==> src/rtl/gray_counter_ctrl_if.sv <==
// Command/status bundle between control logic and the Gray counter sequencer.
// Handshake: a command is taken on every rising edge where cmd_valid is high; there is no ready.
interface gray_counter_ctrl_if #(
    parameter int SIZE  = 16,
    parameter int LEN_W = 16
);
    localparam int W = (SIZE > 2) ? $clog2(SIZE) : 1;

    logic             cmd_valid;
    logic [1:0]       cmd_op;
    logic [LEN_W-1:0] cmd_len;
    logic             pause;

    logic             cnt_en;
    logic             cnt_clr;
    logic             busy;
    logic             done;
    logic             aborted;
    logic             cmd_err;
    logic             wrap;
    logic [LEN_W-1:0] remaining;
    logic [W-1:0]     pos_bin;
    logic [W-1:0]     pos_gray;
    logic [1:0]       state_dbg;

    modport master (
        output cmd_valid, cmd_op, cmd_len, pause,
        input  cnt_en, cnt_clr, busy, done, aborted, cmd_err, wrap,
               remaining, pos_bin, pos_gray, state_dbg
    );

    modport slave (
        input  cmd_valid, cmd_op, cmd_len, pause,
        output cnt_en, cnt_clr, busy, done, aborted, cmd_err, wrap,
               remaining, pos_bin, pos_gray, state_dbg
    );
endinterface

==> src/rtl/gray_counter_ctrl.sv <==
// Sequencer that steps an enable-driven Gray counter an exact number of times,
// mirroring its position in binary and Gray form.
module gray_counter_ctrl #(
    parameter int SIZE  = 16,
    parameter int LEN_W = 16
) (
    input  logic                clk,
    input  logic                reset_n,
    gray_counter_ctrl_if.slave  bus
);
    localparam int W = (SIZE > 2) ? $clog2(SIZE) : 1;
    localparam logic [W-1:0] LAST = W'(SIZE - 1);

    localparam logic [1:0] OP_RUN   = 2'd0;
    localparam logic [1:0] OP_STEP  = 2'd1;
    localparam logic [1:0] OP_STOP  = 2'd2;
    localparam logic [1:0] OP_CLEAR = 2'd3;

    typedef enum logic [1:0] {
        S_IDLE = 2'd0,
        S_RUN  = 2'd1,
        S_DONE = 2'd2,
        S_CLR  = 2'd3
    } state_t;

    state_t           state, state_n;
    logic [LEN_W-1:0] remaining, remaining_n;
    logic [W-1:0]     pos_bin, pos_n;
    logic [W-1:0]     pos_gray;
    logic             aborted, aborted_n;
    logic             cmd_err, cmd_err_n;
    logic             wrap, wrap_n;
    logic             cnt_en;
    logic             is_stop, is_start;

    assign cnt_en   = (state == S_RUN) && !bus.pause;
    assign is_stop  = bus.cmd_valid && (bus.cmd_op == OP_STOP);
    assign is_start = bus.cmd_valid && (bus.cmd_op != OP_STOP);

    always_ff @(posedge clk or negedge reset_n) begin
        if (!reset_n) begin
            state     <= S_IDLE;
            remaining <= '0;
            pos_bin   <= '0;
            pos_gray  <= '0;
            aborted   <= 1'b0;
            cmd_err   <= 1'b0;
            wrap      <= 1'b0;
        end else begin
            state     <= state_n;
            remaining <= remaining_n;
            pos_bin   <= pos_n;
            pos_gray  <= pos_n ^ (pos_n >> 1);
            aborted   <= aborted_n;
            cmd_err   <= cmd_err_n;
            wrap      <= wrap_n;
        end
    end

    always_comb begin
        state_n     = state;
        remaining_n = remaining;
        pos_n       = pos_bin;
        aborted_n   = 1'b0;
        cmd_err_n   = 1'b0;
        wrap_n      = 1'b0;
        case (state)
            S_IDLE: begin
                if (bus.cmd_valid) begin
                    case (bus.cmd_op)
                        OP_RUN: begin
                            if (bus.cmd_len == '0) begin
                                state_n = S_DONE;
                            end else begin
                                remaining_n = bus.cmd_len;
                                state_n     = S_RUN;
                            end
                        end
                        OP_STEP: begin
                            remaining_n = LEN_W'(1);
                            state_n     = S_RUN;
                        end
                        OP_CLEAR: state_n = S_CLR;
                        default:  ;
                    endcase
                end
            end
            S_RUN: begin
                // The step taken on a STOP edge still counts; STOP then overrides the DONE move.
                if (cnt_en) begin
                    remaining_n = remaining - LEN_W'(1);
                    if (pos_bin == LAST) begin
                        pos_n  = '0;
                        wrap_n = 1'b1;
                    end else begin
                        pos_n = pos_bin + W'(1);
                    end
                    if (remaining == LEN_W'(1)) state_n = S_DONE;
                end
                if (is_stop) begin
                    state_n     = S_IDLE;
                    remaining_n = '0;
                    aborted_n   = 1'b1;
                end else begin
                    cmd_err_n = is_start;
                end
            end
            S_DONE: begin
                state_n   = S_IDLE;
                cmd_err_n = is_start;
            end
            S_CLR: begin
                state_n   = S_IDLE;
                pos_n     = '0;
                cmd_err_n = is_start;
            end
            default: state_n = S_IDLE;
        endcase
    end

    assign bus.cnt_en    = cnt_en;
    assign bus.cnt_clr   = (state == S_CLR);
    assign bus.busy      = (state != S_IDLE);
    assign bus.done      = (state == S_DONE);
    assign bus.aborted   = aborted;
    assign bus.cmd_err   = cmd_err;
    assign bus.wrap      = wrap;
    assign bus.remaining = remaining;
    assign bus.pos_bin   = pos_bin;
    assign bus.pos_gray  = pos_gray;
    assign bus.state_dbg = state;
endmodule

==> src/flat_wrapper.sv <==
// flat-port wrapper written by rule: the top's interface ports become plain ports
module gray_counter_ctrl_flat 
#(
    parameter int SIZE  = 16,
    parameter int LEN_W = 16
)
  (clk, reset_n, bus_cmd_valid, bus_cmd_op, bus_cmd_len, bus_pause, bus_cnt_en, bus_cnt_clr, bus_busy, bus_done, bus_aborted, bus_cmd_err, bus_wrap, bus_remaining, bus_pos_bin, bus_pos_gray, bus_state_dbg);
  gray_counter_ctrl_if #(.SIZE(SIZE), .LEN_W(LEN_W)) bus_i ();
  input  logic clk;
  input  logic reset_n;
  input wire logic [$bits(bus_i.cmd_valid)-1:0] bus_cmd_valid;
  input wire logic [$bits(bus_i.cmd_op)-1:0] bus_cmd_op;
  input wire logic [$bits(bus_i.cmd_len)-1:0] bus_cmd_len;
  input wire logic [$bits(bus_i.pause)-1:0] bus_pause;
  output wire logic [$bits(bus_i.cnt_en)-1:0] bus_cnt_en;
  output wire logic [$bits(bus_i.cnt_clr)-1:0] bus_cnt_clr;
  output wire logic [$bits(bus_i.busy)-1:0] bus_busy;
  output wire logic [$bits(bus_i.done)-1:0] bus_done;
  output wire logic [$bits(bus_i.aborted)-1:0] bus_aborted;
  output wire logic [$bits(bus_i.cmd_err)-1:0] bus_cmd_err;
  output wire logic [$bits(bus_i.wrap)-1:0] bus_wrap;
  output wire logic [$bits(bus_i.remaining)-1:0] bus_remaining;
  output wire logic [$bits(bus_i.pos_bin)-1:0] bus_pos_bin;
  output wire logic [$bits(bus_i.pos_gray)-1:0] bus_pos_gray;
  output wire logic [$bits(bus_i.state_dbg)-1:0] bus_state_dbg;
  assign bus_i.cmd_valid = bus_cmd_valid;
  assign bus_i.cmd_op = bus_cmd_op;
  assign bus_i.cmd_len = bus_cmd_len;
  assign bus_i.pause = bus_pause;
  assign bus_cnt_en = bus_i.cnt_en;
  assign bus_cnt_clr = bus_i.cnt_clr;
  assign bus_busy = bus_i.busy;
  assign bus_done = bus_i.done;
  assign bus_aborted = bus_i.aborted;
  assign bus_cmd_err = bus_i.cmd_err;
  assign bus_wrap = bus_i.wrap;
  assign bus_remaining = bus_i.remaining;
  assign bus_pos_bin = bus_i.pos_bin;
  assign bus_pos_gray = bus_i.pos_gray;
  assign bus_state_dbg = bus_i.state_dbg;
  gray_counter_ctrl #(.SIZE(SIZE), .LEN_W(LEN_W)) u_core (.clk(clk), .reset_n(reset_n), .bus(bus_i));
endmodule
==> config.mk <==
export PLATFORM = sky130hd
export DESIGN_NAME = gray_counter_ctrl_flat
export DESIGN_NICKNAME = d
export VERILOG_FILES = /design/src/rtl/gray_counter_ctrl_if.sv /design/src/rtl/gray_counter_ctrl.sv /design/src/flat_wrapper.sv
export SDC_FILE = /design/constraint.sdc
export NUM_CORES = 1
export LEC_CHECK = 0
export BUFFER_PORTS_ARGS = -buffer_cell sky130_fd_sc_hd__clkbuf_2
export CORE_ASPECT_RATIO = 1.5
export CORE_MARGIN = 2
export CORE_UTILIZATION = 54
export CTS_CLUSTER_DIAMETER = 150
export DETAILED_ROUTE_END_ITERATION = 10
export GPL_ROUTABILITY_DRIVEN = 0
export HOLD_SLACK_MARGIN = 0.03
export PLACE_DENSITY = 0.85
export SYNTH_ARGS = -nofsm -noshare
export SYNTH_HDL_FRONTEND = slang
export SYNTH_SLANG_ARGS = --single-unit
export TNS_END_PERCENT = 10
==> constraint.sdc <==
create_clock -name clk -period 4.9 [get_ports clk]
set_input_delay 0.49 -clock clk [delete_from_list [all_inputs] [get_ports clk]]
set_output_delay 0.49 -clock clk [all_outputs]
set_load 0.01 [all_outputs]
==> results.md, run 1 <==
* Buffer type at the clock tree root: clkbuf_8
* Cts repair resizes at 0
* Unrepaired setup endpoints after global routing: false
* Count of distinct cell types in the synthesized netlist at 42
* Depth of the CTS H-tree at 1
* Wire length of the first global-routing pass at slightly above 7 mm
* Number of port buffers at between 50 and 60
* Leakage at between 0.9 and 1 nW
* CTS Hold Buffers Added at 0
* Post-route clock period utilization at 46.2%
* Flop and latch count out of synthesis at 28
* Final core utilization at between 60% and 70%
* Final Instance Area at 1990 um^2
* Final setup vio count at 0
* Layout filler cell count at 260
* Share of the yosys chip area belonging to registers at roughly 42%
* Power after layout at roughly 1.2 mW
* Effective utilization at floorplan at about 57%
* Count of boundary I/O pins at 55
* Layout overhead on the synthesized area at 19.8%
* Post-layout nets at around 270
* Final critical delay including setup and external delays at about 2.3 ns
* Area after detailed placement at between 1500 and 2000 um^2
* Maxcap violations at 0
* Max-slew violation count at 0
* Type of element capturing the critical path: flip-flop
* Area of the mapped netlist at ~1700 um^2
* Sum of net half-perimeters after detailed placement at around 3.3 mm
* Drt wl/cell at 15.7 um
* Most common cell in the netlist: dfrtp_1
* Post-route DRC violation count at 0
* Number of sinks driven by the clock tree at 28
* CP max stage delay at approximately 0.51 ns
* Ratio of total power to cell area at about 620 nW/um^2
* Cell with the largest stage delay on the worst path: or4b_4
* Routed Wire Length at ~4.4 mm
* Outcome: completed
* Most instantiated cells after synthesis: dfrtp_1 (28), o21ai_0 (22), nand2_1 (19)
* Horiz. Die Dim at between 40 and 50 um
* Tightest hold margin at between 0.2 and 0.25 ns
* Largest net degree at the start of global routing at 29
* TritonRoute pass-1 iters at 4
* Warning count from the yosys run at 0
* Synthesized area per cell at 8.72 um^2
* Largest voltage drop on the vdd net at roughly 0.35 mV
* Most area-consuming cells after synthesis: dfrtp_1 (42%), o21ai_0 (6.6%), a22o_1 (4.7%)
* Post-synth EDFFs at 0
* Maximum clock frequency at around 0.44 GHz
* Multi-input logic area at 900 um^2
* Relative max-transition margin at about a third
* Async set or reset register ratio after synthesis at 100%
* Type of the worst min-delay path: input pin to async pin
* Maximum buffer depth of the clock tree at 2
* Clock Pin Slew Worst Setup and Hold Paths at about 0.09 ns
* All-Layer GR Usage at between 20% and 30%
* Area of the core at ~2900 um^2
* Antenna Violating Nets Remaining at 0
* Clock tree from TritonCTS: built
* Vias in the first global route at 1559
* Clock insertion delay at the later pin of the skew report at approximately 0.27 ns
* Least-Margin Pin Slew at roughly 1 ns
* Number of DRC markers in iteration 0 at 58
* Final hold violations at 0
* Synth Instances at ~190
* Critical path fanouts, max at 6
* DR vias/cell at between 6 and 7
* Antenna violations before repair at 0
* N_diodes at 0
* Crit path required time at around 5 ns
* Die ar. at 3550 um^2
* Cts bufs inserted at 3
* Series of cell instances along the critical path: inv_1, ha_1, or4b_4, nor4_1, nand2_1, o41ai_1, a22o_1
* Worst Setup Start Kind: flip-flop
* Flip-flop and latch area at between 700 and 800 um^2
* Layout Skew at between 0.005 and 0.006 ns
* Arrival time worst endpoint at approximately 2.5 ns
* # rows at 24
* Die Ht at 72.0 um
* Portion of synthesized cell area occupied by the leading cell type at 42.1%
* Top_reg_cell synth: dfrtp_1
* Accumulated negative setup slack at 0 ns
* Share of post-route cells with drive strength above 1 at between 20% and 30%
* Worst Path Class, Setup: flip-flop to flip-flop
* R2R depth at 7
* Syn Nets at 216
* Global route overflow at 0
* Count of buffers added by post-CTS timing repair for setup at 0
* Largest area contributor in the synthesized netlist: dfrtp_1
* Count of vias placed by the detailed router at 1731
-- critical path, delay by kind of cell, from the launching register on --
family                     cells  cell delay (ns)
DFF                            1             0.44
AOI/OAI and AO/OA              2             0.54
and+or+nand+nor                3             0.94
adders and majority gates      1             0.18
buffers and inverters          1             0.09
-- state kept, by name, indices dropped and copies added, names as in the netlist --
| name | cells |
|---|---|
| u_core.bus.pos_gray | 3 |
| u_core.bus.aborted | 1 |
| u_core.bus.state_dbg | 2 |
| u_core.bus.cmd_err | 1 |
| u_core.bus.pos_bin | 4 |
| u_core.bus.wrap | 1 |
| u_core.bus.remaining | 16 |
-- layer usage --
| metal | vias to the layer above | global-route usage (%) | routed length, um |
|---|---|---|---|
| met3 | 10 | 1.85 | 316 |
| li1 | 812 | - | - |
| met1 | 815 | 32.1 | 1760 |
| met2 | 94 | 45.2 | 2240 |
| met5 | - | 0 | 0 |
| met4 | 0 | 8.89 | 95 |
-- final cells by class --
cell class	count	area share, %
inverter	9	1.69
multi-input combinational	147	45.1
tap	39	2.45
timing repair buffer	54	13.6
sequential	28	35.1
clock buffer	3	2.07
-- report_power, final --
part / leakage (nW) / internal [mW] / total, mW / switching, mW
combinational: 0.565 / 0.271 / 0.656 / 0.385
clock: 0.0216 / 0.0551 / 0.123 / 0.0674
sequential: 0.348 / 0.327 / 0.455 / 0.128
-- stage by stage --
stage	cells	worst slack, ns
global route	280	2.48
global placement	277	2.62
detailed placement	277	2.57
floorplan	191	2.79
finish	280	2.64
CTS	280	2.62
-- worst paths after layout --
check                      slack [ns]                      from                  endpoint
max                              2.64   u_core.bus.remaining[0]  u_core.bus.remaining[12]
min                              0.25                   reset_n    u_core.bus.pos_gray[2]
max reg2reg                      2.64   u_core.bus.remaining[0]  u_core.bus.remaining[12]
min reg2reg                      0.56  u_core.bus.remaining[15]  u_core.bus.remaining[15]
max in group asynchronous        4.20                   reset_n   u_core.bus.remaining[7]
min in group clk                 0.50           bus_cmd_len[13]  u_core.bus.remaining[13]
-- layout by cell type (no fill, tap or decap), types with 2 or more instances in the layout --
cell | synthesis | routed
inv_1 | 9 | 9
a22o_1 | 9 | 9
clkbuf_2 | 0 | 54
nand2b_1 | 4 | 4
nand3b_1 | 2 | 2
nand2_1 | 19 | 19
o21ai_0 | 22 | 22
nor4_1 | 4 | 4
clkbuf_8 | 0 | 3
o21ai_1 | 2 | 2
ha_1 | 3 | 3
o2bb2ai_1 | 8 | 8
nor2b_1 | 3 | 3
xnor2_1 | 2 | 2
nor2_1 | 14 | 14
dfrtp_1 | 28 | 28
or3_1 | 3 | 3
nand4b_1 | 2 | 2
o22ai_1 | 2 | 2
and3_1 | 2 | 2
or4_1 | 6 | 6
nand3_1 | 2 | 2
nor3_1 | 9 | 9
a21oi_1 | 12 | 12
-- cell families (layout without fill, tap and decap cells) --
kind of cell	after synthesis	after routing	share of synthesized area, %
buffers and inverters	16	66	3.91
and+or+nand+nor	77	77	25.2
xor gates and xnor gates	3	3	1.58
adders and majority gates	3	3	2.25
DFF	28	28	42.1
AOI/OAI and AO/OA	64	64	25.0
Note: power is estimated with default switching activity, not from simulation.
==> inputs of run 2 (changes only) <==
Settings changed: CORE_UTILIZATION 54 to 45, PLACE_DENSITY 0.85 to 0.75.
Clock period 4.9 ns to 2 ns, I/O delays scaled along.
==> run 2 against run 1 <==
Compared with the run above:
- the run now ends with setup timing left
- power rose to 3.0 times the previous value
- worst hold slack got worse by 0.044 ns
- combinational power rose to 3.4 times the previous value
- worst setup slack got worse by 2.7 ns
- sequential power rose by 120%
- global-route usage rose by 0.89 points
- via count rose by 6.4%
- final cell count rose by 14%
- count of clock-buffer cells in the layout did not move
- largest cell class unchanged
- largest power group unchanged
==> results.md, run 2 (same netlist as run 1, synthesis figures left out) <==
* Outcome: finished with violations
* Violations in the final reports: setup timing
* Top reg by flops: u_core.bus.remaining
* Global route overflow at 0
* TritonRoute pass-1 iters at 4
* Horiz. Die Dim at 53.7 um
* Number of DRC markers in iteration 0 at 52
* Dpl ws at -0.122 ns
* Commonest non-fill, non-tap cells in the layout: clkbuf_2 (54), buf_4 (34), dfrtp_1 (28), o21ai_0 (20), nand2_1 (19)
* Post-route DRC violation count at 0
* Share of post-route cells with drive strength above 1 at 38.6%
* Launch point of the worst hold path: bus_cmd_valid
* Type of element capturing the critical path: flip-flop
* DR vias/cell at about 5.8
* CP Launch Point: u_core.bus.remaining[1]
* Met2 Track Usage GR at between 40% and 50%
* Power after layout at between 3 and 4 mW
* Clock Pin Slew Worst Setup and Hold Paths at approximately 0.1 ns
* Layout Skew at approximately 0.0017 ns
* Buffer type at the clock tree root: clkbuf_8
* # rows at 27
* Post-layout nets at slightly above 300
* All-Layer GR Usage at 26.2%
* Maximum clock frequency at ~0.48 GHz
* Critical path fanouts, max at 4
* Least-Margin Pin Slew at a little over 0.7 ns
* Number of port buffers at 54
* Count of vias placed by the detailed router at between 1500 and 2000
* N_diodes at 0
* Maxcap violations at 0
* Arrival time worst endpoint at 2.25 ns
* Maximum buffer depth of the clock tree at 2
* Drt wl/cell at roughly 16 um
* Hold Crit Endpoint: u_core.bus.cmd_err
* Type of the worst min-delay path: input pin to flip-flop
* Layout overhead on the synthesized area at 41.2%
* Final critical delay including setup and external delays at a little over 2 ns
* Vias in the first global route at 1863
* Routed Wire Length at between 5 and 6 mm
* Clock tree from TritonCTS: built
* Worst flop-to-flop path endpoint: u_core.bus.remaining[12]
* Wire length of the first global-routing pass at around 8.3 mm
* Final std cells w/o fill at 320
* Antenna Violating Nets Remaining at 0
* Flip-flop count of the largest register, all copies and words added at 16
* Worst Path Class, Setup: flip-flop to flip-flop
* Effective utilization at floorplan at between 40% and 50%
* Relative max-transition margin at between 50 and 60%
* Post-route clock period utilization at 103%
* Die Ht at about 79 um
* Crit path required time at ~2.2 ns
* Count of boundary I/O pins at 55
* Area after detailed placement at roughly 2200 um^2
* Largest registers: u_core.bus.remaining: 16 flops, u_core.bus.pos_bin: 4 flops, u_core.bus.pos_gray: 3 flops
* Largest voltage drop on the vdd net at 0.879 mV
* Final core utilization at ~65%
* Cts bufs inserted at 3
* Unrepaired setup endpoints after global routing: true
* Antenna violations before repair at 0
* Leakage at roughly 1.1 nW
* Depth of the CTS H-tree at 1
* Die ar. at 4210 um^2
* Hold path depth at 2
* Routing usage on met3 at around 2.9%
* DP Cell Count at ~310
* Largest net degree at the start of global routing at 29
* Final setup vio count at 3
* Number of sinks driven by the clock tree at 28
* Sum of net half-perimeters after detailed placement at 3.76 mm
* Final Instance Area at between 2000 and 2500 um^2
* Area of the core at between 3000 and 4000 um^2
* Most frequent standard cell in the layout excluding fill and tap cells: clkbuf_2
* Ratio of total power to cell area at 1590 nW/um^2
* Worst R2R Setup Slack at -0.07 ns
* Smallest setup slack after layout at -0.0684 ns
* Clock insertion delay at the later pin of the skew report at around 0.28 ns
* R2R depth at 7
* Max-slew violation count at 0
* Most used routing layer in global routing: met2
* Worst Setup Start Kind: flip-flop
* Startpoint of the worst-slack reg-to-reg timing path: u_core.bus.remaining[1]
* Global routing usage on met1 at ~30%
* Final hold violations at 0
[run 2: final cells by class]
class / instances / area, um^2
timing repair buffer: 89 / 536
fill: 334 / 1260
clock buffer: 3 / 41.3
inverter: 9 / 33.8
clock inverter: 1 / 30.0
tap: 43 / 53.8
multi-input combinational: 147 / 957
sequential: 28 / 701
[run 2: where the power goes]
group	switching [mW]	leakage, nW	total, mW	internal [mW]
clock	0.193	0.0357	0.462	0.269
combinational	1.21	0.744	2.26	1.05
sequential	0.205	0.348	1.01	0.801
[run 2: per-stage QoR]
step,setup TNS [ns],hold slack (ns)
3_5_place_dp,-0.293,0.290
5_1_grt,-0.554,0.209
3_3_place_gp,-0.165,0.281
2_1_floorplan,-0.277,-0.0956
4_1_cts,-0.200,0.200
6_report,-0.199,0.204
[run 2: timing repair]
action	4_1_cts	5_1_grt
hold buffers	1	0
resized for setup	5	9
hold endpoints to repair	28	0
pin swaps	1	1
setup endpoints to repair	4	14
buffers inserted	1	0
[run 2: per-layer routing]
layer	up-vias	share of wire [%]
met5	-	0
li1	882	-
met3	8	5.3
met4	0	1.8
met2	71	53
met1	880	40
[run 2: worst max path at each step]
stage                                          end  slack, ns
after global placement    u_core.bus.remaining[10]      -0.07
after floorplan           u_core.bus.remaining[14]       -0.1
after global routing      u_core.bus.remaining[14]      -0.17
final                     u_core.bus.remaining[12]      -0.07
after CTS                 u_core.bus.remaining[10]      -0.08
after detailed placement  u_core.bus.remaining[10]      -0.12
[run 2: worst max-delay path: stages (launching register included)]
cell     delay (ns)
dfrtp_1        0.40
inv_2          0.09
ha_4           0.13
or4b_4         0.48
or4_4          0.46
o21ai_2        0.14
nand2_1        0.06
a22o_1         0.20
